<file path="config.mk">
export PLATFORM = sky130hd
export DESIGN_NAME = fetch_align_unit_flat
export DESIGN_NICKNAME = d
export VERILOG_FILES = /design/src/rtl/fetch_align_unit_if.sv /design/src/rtl/fetch_align_unit.sv /design/src/flat_wrapper.sv
export SDC_FILE = /design/constraint.sdc
export NUM_CORES = 1
export LEC_CHECK = 0
export ABC_AREA = 1
export CAP_MARGIN = 20
export CORE_MARGIN = 10
export CORE_UTILIZATION = 45
export CTS_BUF_LIST = sky130_fd_sc_hd__clkbuf_8
export DETAILED_ROUTE_END_ITERATION = 7
export GPL_TIMING_DRIVEN = 0
export PLACE_DENSITY_LB_ADDON = 0.1
export SYNTH_ARGS = -nofsm -noshare
export SYNTH_HDL_FRONTEND = slang
export SYNTH_SLANG_ARGS = --single-unit
</file>
<file path="constraint.sdc">
create_clock -name clk -period 3.8 [get_ports clk]
set_input_delay 0.76 -clock clk [delete_from_list [all_inputs] [get_ports clk]]
set_output_delay 0.76 -clock clk [all_outputs]
set_load 0.1 [all_outputs]
</file>
<file path="src/rtl/fetch_align_unit_if.sv">
// Fetch-stage bus bundle: program-memory port, redirect and decoder handshake.
// master = fetch unit, slave = memory/decoder side.
interface fetch_align_unit_if #(
  parameter int ADDR_WIDTH = 32
);
  logic                  pmReq;
  logic [ADDR_WIDTH-1:0] pmAddr;
  logic                  pmValid;
  logic [31:0]           pmData;
  logic                  redirect;
  logic [ADDR_WIDTH-1:0] redirectPc;
  logic                  insnValid;
  logic                  insnReady;
  logic [31:0]           insn;
  logic [ADDR_WIDTH-1:0] insnPc;
  logic                  insnCompressed;

  modport master (
    output pmReq, pmAddr,
    input  pmValid, pmData,
    input  redirect, redirectPc,
    output insnValid, insn, insnPc, insnCompressed,
    input  insnReady
  );

  modport slave (
    input  pmReq, pmAddr,
    output pmValid, pmData,
    output redirect, redirectPc,
    input  insnValid, insn, insnPc, insnCompressed,
    output insnReady
  );
endinterface

</file>
<file path="src/rtl/fetch_align_unit.sv">
// Fetch stage: word prefetch FIFO with halfword realignment of
// 16/32-bit rv32imc instructions and redirect flush of in-flight fetches.
module fetch_align_unit #(
  parameter int ADDR_WIDTH = 32,
  parameter int FIFO_DEPTH = 4,
  parameter logic [ADDR_WIDTH-1:0] RESET_PC = '0
) (
  input logic clk,
  input logic arstn,
  fetch_align_unit_if.master bus
);
  localparam int PW = $clog2(FIFO_DEPTH);
  localparam int CW = PW + 1;
  localparam logic [CW:0] DEPTH_V = (CW+1)'(FIFO_DEPTH);

  typedef logic [ADDR_WIDTH-1:0] addr_t;

  logic [31:0]   fifoMem [FIFO_DEPTH];
  logic [PW-1:0] rdPtr;
  logic [PW-1:0] wrPtr;
  logic [CW-1:0] fifoCount;
  logic [CW-1:0] inFlight;
  logic [CW-1:0] dropCnt;
  addr_t         pmAddrQ;
  addr_t         insnPcQ;
  logic          halfOffset;

  logic [31:0] head;
  logic [15:0] nxtLo;
  logic [15:0] half;
  logic [CW:0] occupancy;
  logic        comp;
  logic        enough;
  logic        req;
  logic        drop;
  logic        push;
  logic        valid;
  logic        fire;
  logic        pop;

  assign head  = fifoMem[rdPtr];
  assign nxtLo = fifoMem[rdPtr + PW'(1)][15:0];
  assign half  = halfOffset ? head[31:16] : head[15:0];
  assign comp  = half[1:0] != 2'b11;

  // A 32-bit insn starting in the upper half also needs the next word.
  assign enough = (halfOffset && !comp) ? (fifoCount >= CW'(2))
                                        : (fifoCount != '0);

  assign occupancy = {1'b0, inFlight} + {1'b0, fifoCount};
  assign req   = arstn && !bus.redirect && (occupancy < DEPTH_V);
  assign drop  = bus.pmValid && (dropCnt != '0);
  assign push  = bus.pmValid && !drop && !bus.redirect;
  assign valid = enough && !bus.redirect;
  assign fire  = valid && bus.insnReady;
  assign pop   = fire && (halfOffset || !comp);

  assign bus.pmReq          = req;
  assign bus.pmAddr         = pmAddrQ;
  assign bus.insnValid      = valid;
  assign bus.insnPc         = insnPcQ;
  assign bus.insnCompressed = enough && comp;
  assign bus.insn = !enough ? 32'h0
                  : comp ? {16'h0, half}
                  : halfOffset ? {nxtLo, half}
                  : head;

  always_ff @(posedge clk) begin
    if (push) fifoMem[wrPtr] <= bus.pmData;
  end

  always_ff @(posedge clk or negedge arstn) begin
    if (!arstn) begin
      rdPtr      <= '0;
      wrPtr      <= '0;
      fifoCount  <= '0;
      inFlight   <= '0;
      dropCnt    <= '0;
      pmAddrQ    <= RESET_PC & ~addr_t'(3);
      insnPcQ    <= RESET_PC & ~addr_t'(1);
      halfOffset <= RESET_PC[1];
    end else begin
      inFlight <= inFlight + CW'(req) - CW'(bus.pmValid);
      if (req) pmAddrQ <= pmAddrQ + addr_t'(4);
      if (bus.redirect) begin
        // Every request still outstanding after this cycle is stale.
        rdPtr      <= '0;
        wrPtr      <= '0;
        fifoCount  <= '0;
        dropCnt    <= inFlight - CW'(bus.pmValid);
        pmAddrQ    <= bus.redirectPc & ~addr_t'(3);
        insnPcQ    <= bus.redirectPc & ~addr_t'(1);
        halfOffset <= bus.redirectPc[1];
      end else begin
        if (drop) dropCnt <= dropCnt - CW'(1);
        if (push) wrPtr <= wrPtr + PW'(1);
        if (pop) rdPtr <= rdPtr + PW'(1);
        fifoCount <= fifoCount + CW'(push) - CW'(pop);
        if (fire) begin
          halfOffset <= halfOffset ^ comp;
          insnPcQ    <= insnPcQ + (comp ? addr_t'(2) : addr_t'(4));
        end
      end
    end
  end

  pmProtocol: assert property (
    @(posedge clk) disable iff (!arstn)
    bus.pmValid |-> (inFlight != '0)
  );
endmodule

</file>
<file path="src/flat_wrapper.sv">
// flat-port wrapper written by rule: the top's interface ports become plain ports
module fetch_align_unit_flat 
#(
  parameter int ADDR_WIDTH = 32,
  parameter int FIFO_DEPTH = 4,
  parameter logic [ADDR_WIDTH-1:0] RESET_PC = '0
)
  (clk, arstn, bus_pmReq, bus_pmAddr, bus_pmValid, bus_pmData, bus_redirect, bus_redirectPc, bus_insnValid, bus_insn, bus_insnPc, bus_insnCompressed, bus_insnReady);
  fetch_align_unit_if #(.ADDR_WIDTH(ADDR_WIDTH)) bus_i ();
  input logic clk;
  input logic arstn;
  output wire logic [$bits(bus_i.pmReq)-1:0] bus_pmReq;
  output wire logic [$bits(bus_i.pmAddr)-1:0] bus_pmAddr;
  input wire logic [$bits(bus_i.pmValid)-1:0] bus_pmValid;
  input wire logic [$bits(bus_i.pmData)-1:0] bus_pmData;
  input wire logic [$bits(bus_i.redirect)-1:0] bus_redirect;
  input wire logic [$bits(bus_i.redirectPc)-1:0] bus_redirectPc;
  output wire logic [$bits(bus_i.insnValid)-1:0] bus_insnValid;
  output wire logic [$bits(bus_i.insn)-1:0] bus_insn;
  output wire logic [$bits(bus_i.insnPc)-1:0] bus_insnPc;
  output wire logic [$bits(bus_i.insnCompressed)-1:0] bus_insnCompressed;
  input wire logic [$bits(bus_i.insnReady)-1:0] bus_insnReady;
  assign bus_pmReq = bus_i.pmReq;
  assign bus_pmAddr = bus_i.pmAddr;
  assign bus_i.pmValid = bus_pmValid;
  assign bus_i.pmData = bus_pmData;
  assign bus_i.redirect = bus_redirect;
  assign bus_i.redirectPc = bus_redirectPc;
  assign bus_insnValid = bus_i.insnValid;
  assign bus_insn = bus_i.insn;
  assign bus_insnPc = bus_i.insnPc;
  assign bus_insnCompressed = bus_i.insnCompressed;
  assign bus_i.insnReady = bus_insnReady;
  fetch_align_unit #(.ADDR_WIDTH(ADDR_WIDTH), .FIFO_DEPTH(FIFO_DEPTH), .RESET_PC(RESET_PC)) u_core (.clk(clk), .arstn(arstn), .bus(bus_i));
endmodule
</file>
==> run metrics, run 1 <==
FMAX about 260 MHz; area delta synth->final 29.7%; Layout Cells excl Fill 1,918; largest net degree at the start of global routing 55; clk slew on worst S/H paths around 60 ps; share of post-route cells with drive strength above 1 13.0%; CP max-delay cell dfrtp_2; gr ovfl total 0; hold_ws 136 ps; Site Rows 57; dpl hpwl 26.9 mm; register area share after synthesis 51.2%; RSZ-0062 raised after global routing yes; vias per cell approximately 5.4; max_cap viols 0; CTS max path bufs 3; top cells by area, synth edfxtp_1 34%, dfrtp_1 17%, nand2_1 13%; die height ~180 um; PD cells 676 mW/mm^2; IO Port Bufs 162; first-pass GRT wire length ~56 mm; IO Pins roughly 170; initial DRC count 975; H-tree levels 2; # clock sinks 203; via count ~10,000; Critical Path Start Type flop; drt wl/cell slightly below 20 um; library cells used by synthesis just over 40; #FFs+latches synth 203; Synth Warn # 0; nets@finish 1,656; Die Width 178 um; # DRC 0; met2 usage 34.7%; share of the synthesized area in the top cell type 34.4%; Clock Skews 24.0 ps; Total Wirelength between 30 and 40 mm; CTS root buffer clkbuf_8; final antenna-violating net count 0; GPL Wtd Cong 0.935; Slew headroom between 20% and 30%; Tcrit/Tclk final 99.4%; cells on worst reg2reg path 23; Syn Area/Cell about 8.3 um^2; maximum vdd drop 0.451 mV; reg-to-reg slack, setup 200 ps; Lkg Pwr 6.03 nW; Slew Viols, Final 0; reg2reg start u_core.rdPtr[0]$_DFFE_PN0P_; Worst EP required between 3000 and 4000 ps; crit-path most repeated cell o21ai_2; Place WS -877 ps; initial core utilization 45.8%; Core Footprint 0.0244 mm^2; Cells after Synth ~1,300; met3 Usage GRT slightly below 5%; grt met1 use a little under a third; GR peak layer met2; status completed; critical path peak fanout 8; HP Class in -> async; Hold Vio Cnt, Final 0; Final setup viols 0; Mapped Area 0.0112 mm^2; crit path time final 3780 ps; placed cell count around 1,800; CP Capture Type output pin; cts bufs inserted 37; worst r2r dst u_core.fifoCount[2]$_DFF_PN0_; Yosys top cell by area edfxtp_1; die area around 0.032 mm^2; crit-path cells inv_4 > buf_8 > nand2_1 > nand3_2 > o21ai_2 > o21ai_2 > nor2_4 > ha_2 > o21bai_2 > nand3_4 > clkinvlp_4 > a211oi_2 > buf_6; worst setup margin 22.7 ps; Arr. time, crit path roughly 3000 ps; Setup CP Type reg -> out; TritonRoute pass-1 iters 6; CP max stage delay roughly 470 ps; GRT Overall Usage between 20 and 25%; Worst-Skew Late Latency 540 ps; worst slew pin tran roughly 1000 ps; number of global-route vias before repair 10,102; CTS tree done; antenna violations before repair 1
[timing repair]
item | 4_1_cts | 5_1_grt
setup endpoints to repair | 37 | 39
resized for setup | 255 | 44
hold buffers | 0 | 0
setup buffers | 5 | 5
gates cloned | 1 | 1
pin swaps | 3 | 10
[final cells by class]
type / count / area (um^2)
repair buffers: 178 / 1900
clock buffers: 40 / 551
flip-flops and latches: 203 / 5720
diodes: 5 / 12.5
well taps: 324 / 405
multi-input cells: 962 / 4880
plain buffers: 58 / 385
clock inverters: 24 / 176
inverters: 124 / 474
fillers: 2231 / 9880
[cells by family (layout without fill, tap and decap cells)]
group                    after synthesis  count (layout)  share of synthesized area (%)
AO/OA/AOI/OAI                        194             194                           10.5
XOR/XNOR                              20              20                           1.57
adder cells (fa/ha/maj)               23              23                           2.78
buffers and inverters                182             424                           7.28
flip-flops                           203             203                           51.2
other                                  1               8                         0.0335
AND/OR/NAND/NOR                      722             722                           26.7
[routing by layer]
metal / wire [um] / share of wire (%)
met4: 1090 / 2.9
met2: 16600 / 45
met3: 3380 / 9.1
met1: 16000 / 43
met5: 0 / 0
[worst max-delay path, delay by kind of cell (launching register included)]
family	cells	cell delay (ps)
AO/OA/AOI/OAI	4	730
adder cells (fa/ha/maj)	1	170
buffers and inverters	4	730
flip-flops	1	470
AND/OR/NAND/NOR	4	370
[cells in the final DEF (no fill, tap or decap), types with 7 or more instances in the layout]
cell type and instances:
clkbuf_8 42, edfxtp_1 128, buf_12 10, buf_4 29, clkbuf_1 8, o22ai_1 18
clkinv_1 10, clkdlybuf4s50_1 126, o21ai_0 83, xor2_1 17, buf_1 7, nor3_1 10
dfrtp_1 74, nand2_1 393, nor2_4 9, o22a_1 18, buf_2 21, nand4_1 12
a21boi_0 7, inv_1 126, nor2_2 20, o211ai_1 12, nand3_1 103, nor2_1 147
ha_1 19, a211oi_1 9, a21oi_1 30, buf_6 24
[Yosys cell counts (all sizes together)]
| library cell | instances |
|---|---|
| nand3b | 6 |
| fa | 3 |
| a22oi | 2 |
| clkbuf | 10 |
| nor3 | 17 |
| edfxtp | 128 |
| a211oi | 12 |
| or2 | 3 |
| o211ai | 12 |
| clkinv | 2 |
| nand3 | 107 |
| dfrtp | 75 |
| nor2 | 177 |
| xnor2 | 3 |
| conb | 1 |
| o21bai | 4 |
| nand2 | 398 |
| o22ai | 18 |
| xor2 | 17 |
| ha | 20 |
| buf | 48 |
| a21oi | 31 |
| inv | 122 |
| a21o | 1 |
| and3 | 2 |
| a21boi | 7 |
| o21ai | 88 |
| o22a | 18 |
| a31oi | 1 |
| nand4 | 12 |
[report_power, final]
part	switching (mW)	leakage [nW]	internal, mW	total (mW)
Combinational	3.52	3.56	1.27	4.80
Clock	0.919	0.408	1.17	2.09
Sequential	0.318	2.06	2.60	2.92
[how the worst max path moves through the flow]
| stage | from | endpoint | slack, ps |
|---|---|---|---|
| after global routing | u_core.rdPtr[0]$_DFFE_PN0P_ | bus_insn[13] | -60 |
| after detailed placement | u_core.rdPtr[1]$_DFFE_PN0P_ | bus_insn[16] | -880 |
| after floorplan | u_core.rdPtr[1]$_DFFE_PN0P_ | bus_insn[10] | -870 |
| final | u_core.rdPtr[0]$_DFFE_PN0P_ | bus_insn[13] | 20 |
| after global placement | arstn | bus_pmReq | -3160 |
| after CTS | u_core.rdPtr[1]$_DFFE_PN0P_ | bus_insn[10] | -40 |
[metrics by stage]
stage	area, um^2	utilization (%)	TNS [ps]	power [mW]
finish	14500	59.5	0	9.80
global route	14500	59.4	-376	10.2
CTS	14300	58.5	-36.4	9.65
detailed placement	13400	55.0	-23570	7.40
global placement	13300	54.4	-285250	7.35
floorplan	11200	-	-7870	6.16
[flip-flops by register name, indices dropped and copies added (netlist names)]
register and cells:
u_core.fifoMem 128, u_core.bus.insnPc 31, u_core.bus.pmAddr 30, u_core.dropCnt 3, u_core.fifoCount 3, u_core.inFlight 3, u_core.rdPtr 2, u_core.wrPtr 2
u_core.halfOffset 1
(Power assumes the default switching activity.)
==> run 2: changes to the inputs <==
- ABC_AREA: 1 -> not set
- CORE_UTILIZATION: 45 -> 55
- PLACE_DENSITY: not set -> 0.82
- PLACE_DENSITY_LB_ADDON: 0.1 -> not set
==> run 2 against run 1 <==
- cell area is 11% lower
- sequential power is 7% lower
- the flow now finishes with violations (setup timing)
- via count fell by 23%
- largest cell class unchanged
- routed wire length is 18% lower
- synthesized area is 12% lower
- die area shrank 25%
- total power decreased by 23%
==> run metrics, run 2 <==
Tcrit/Tclk final 104%; Arr. time, crit path about 3200 ps; crit path time final 3940 ps; Setup TNS Final -1890 ps; count leader, synth edfxtp_1; RSZ-0062 raised after global routing yes; #FFs+latches synth roughly 200; Clock power frac 24.0%; hold_ws approximately 83 ps; Worst-Skew Late Latency 540 ps; Yosys top cell by area edfxtp_1; Worst EP required 3040 ps; Core Footprint 0.0175 mm^2; number of global-route vias before repair 8,016; post-layout instance area 0.0129 mm^2; status finished, violations left; die height 154 um; Setup CP Type reg -> out; Layout fillers ~1,100; Cells after Synth between 700 and 800; Hold-fix buffers, CTS 0; worst setup margin -135 ps; antenna violations before repair 1; CP Capture Type output pin; Final setup viols 24; die area roughly 0.024 mm^2; gr ovfl total 0; initial core utilization 56.5%; crit-path most repeated cell buf_6; CTS root buffer clkbuf_8; vias per cell 6.42; combinational power share 39.7%; Main synth FF type edfxtp_1; EDFF count, synth 128; sequential power share 36.2%; maximum vdd drop 0.570 mV; initial DRC count 808; Slew Viols, Final 0; max_cap viols 0; Top reg by flops u_core.fifoMem; share of the synthesized area in the top cell type 38.9%; Placed Area approximately 0.012 mm^2; library cells used by synthesis slightly below 50; CP max stage delay 580 ps; Net Sw Frac 43.0%; via count 8,015; placed cell count roughly 1,200; Pint 4.29 mW; switching pwr 3.24 mW; largest net degree at the start of global routing 62; register area share after synthesis 57.9%; FMAX about 250 MHz; IO Pins 168; first-pass GRT wire length 45.8 mm; CP top delay family compound AO/OA/AOI/OAI gates; nets@finish 1,095; async set-reset flop share out of synthesis 36.9%; drt wl/cell around 24 um; Mapped Area 0.00987 mm^2; Total Wirelength 30.5 mm; Site Rows 48; # DRC 0; H-tree levels 2; area delta synth->final 30.7%; Slew headroom 28.2%; Synth Warn # 0; HP Class in -> async; Critical Path Start Type flop; top cells by area, synth edfxtp_1 39%, dfrtp_1 19%, mux4_2 11%; GPL Wtd Cong between 0.9 and 1; most frequent cells in the layout 128 x edfxtp_1, 127 x clkdlybuf4s50_1, 118 x nand2_1, 74 x dfrtp_1, 48 x mux4_2; clk slew on worst S/H paths 60 ps; max reg flops around 130; Hold Vio Cnt, Final 0; # clock sinks 203; cts bufs inserted 35; Clock Skews 26.5 ps; share of post-route cells with drive strength above 1 about 19%; failing checks setup timing; Lkg Pwr 4.65 nW; final antenna-violating net count 0; PD cells 584 mW/mm^2; dpl hpwl 20.6 mm; Syn Area/Cell between 10 and 15 um^2; TritonRoute pass-1 iters 5; top post-synthesis cells by count 128 x edfxtp_1, 119 x nand2_1, 75 x dfrtp_1, 48 x mux4_2, 41 x a21oi_1; critical path peak fanout 7; worst path buffer plus inverter count 2; Place WS -1460 ps; CTS max path bufs 3; CP max-delay cell mux4_2; CTS tree done; commonest non-fill, non-tap cell in the layout edfxtp_1; worst slew pin tran 1060 ps; Layout Cells excl Fill 1,249; Die Width between 150 and 200 um; crit-path cells buf_6 > mux4_2 > nand3_4 > nand2_4 > ha_4 > o21ba_4 > nor3_4 > a21o_4 > a21oi_1 > buf_6; IO Port Bufs 163; GRT Overall Usage 24.4%
## run 2: cell types whose count changed after synthesis, sizes merged, moves of 12 or more
| cell | change |
|---|---|
| nor4 | +17 |
| a211oi | -12 |
| nand2 | -279 |
| inv | -95 |
| buf | -29 |
| xor2 | -12 |
| xnor2 | +27 |
| o22ai | -18 |
| nand3 | -73 |
| o22a | -18 |
| o21ai | -44 |
| mux4 | +48 |
| nor2 | -146 |
| clkbuf | +16 |
## run 2: cell families (layout without fill, tap and decap cells)
kind of cell    Yosys count  in the layout  synth area share, %
flops                   203            203                 57.9
simple gates            273            274                 13.3
mux                      54             54                 11.6
xor+xnor                 35             35                 3.10
fa+ha+maj                23             23                 3.14
buf+inv                  72            302                 3.00
compound gates          129            129                 7.91
other cells               1              4               0.0380
## run 2: power by group through the flow
stage	registers, mW	logic [mW]	clock network (mW)
6_report	2.73	2.99	1.81
5_1_grt	2.75	3.14	1.92
4_1_cts	2.72	2.92	1.79
3_5_place_dp	2.76	2.81	0
3_3_place_gp	2.75	2.77	0
2_1_floorplan	3.35	1.44	0
## run 2: area by class of cell
| cell class | instances | area, um^2 | area share (%) |
|---|---|---|---|
| flip-flops and latches | 203 | 5720 | 44.3 |
| diodes | 1 | 2.50 | 0.0194 |
| clock inverters | 19 | 86.3 | 0.669 |
| well taps | 225 | 282 | 2.18 |
| repair buffers | 174 | 1850 | 14.3 |
| clock buffers | 38 | 523 | 4.05 |
| inverters | 27 | 101 | 0.785 |
| plain buffers | 44 | 224 | 1.74 |
| multi-input cells | 518 | 4110 | 31.9 |
## run 2: per-layer routing
layer	GRT usage, %	routed length [um]
met5	0	0
met1	30.4	11400
met4	10.6	1170
met2	39.7	15000
met3	5.63	2960
## run 2: worst paths after layout
| kind | start | slack [ps] | to | cells after the start |
|---|---|---|---|---|
| max | u_core.rdPtr[0]$_DFFE_PN0P_ | -140 | bus_insn[17] | 10 |
| min | arstn | 80 | u_core.bus.pmAddr[16]$_DFFE_PN0N_ | 1 |
| max reg2reg | u_core.rdPtr[1]$_DFFE_PN0P_ | 140 | u_core.bus.insnPc[24]$_DFFE_PN0N_ | 12 |
| min reg2reg | u_core.inFlight[2]$_DFF_PN0_ | 520 | u_core.inFlight[2]$_DFF_PN0_ | 1 |
| max in group asynchronous | arstn | 3120 | u_core.dropCnt[1]$_DFFE_PN0P_ | 2 |
| min in group clk | u_core.inFlight[2]$_DFF_PN0_ | 520 | u_core.inFlight[2]$_DFF_PN0_ | 1 |
## run 2: timing repair
item / CTS / global route
gates resized for setup: 270 / 22
pin swaps: 1 / 3
buffers inserted: 4 / 5
endpoints found under the setup margin: 46 / 36
gates cloned: 1 / 1
## run 2: per-stage QoR
step,utilization (%),total power [mW]
floorplan,-,4.78
global placement,68.2,5.52
detailed placement,68.4,5.57
CTS,73.0,7.43
global route,73.8,7.81
finish,73.8,7.53
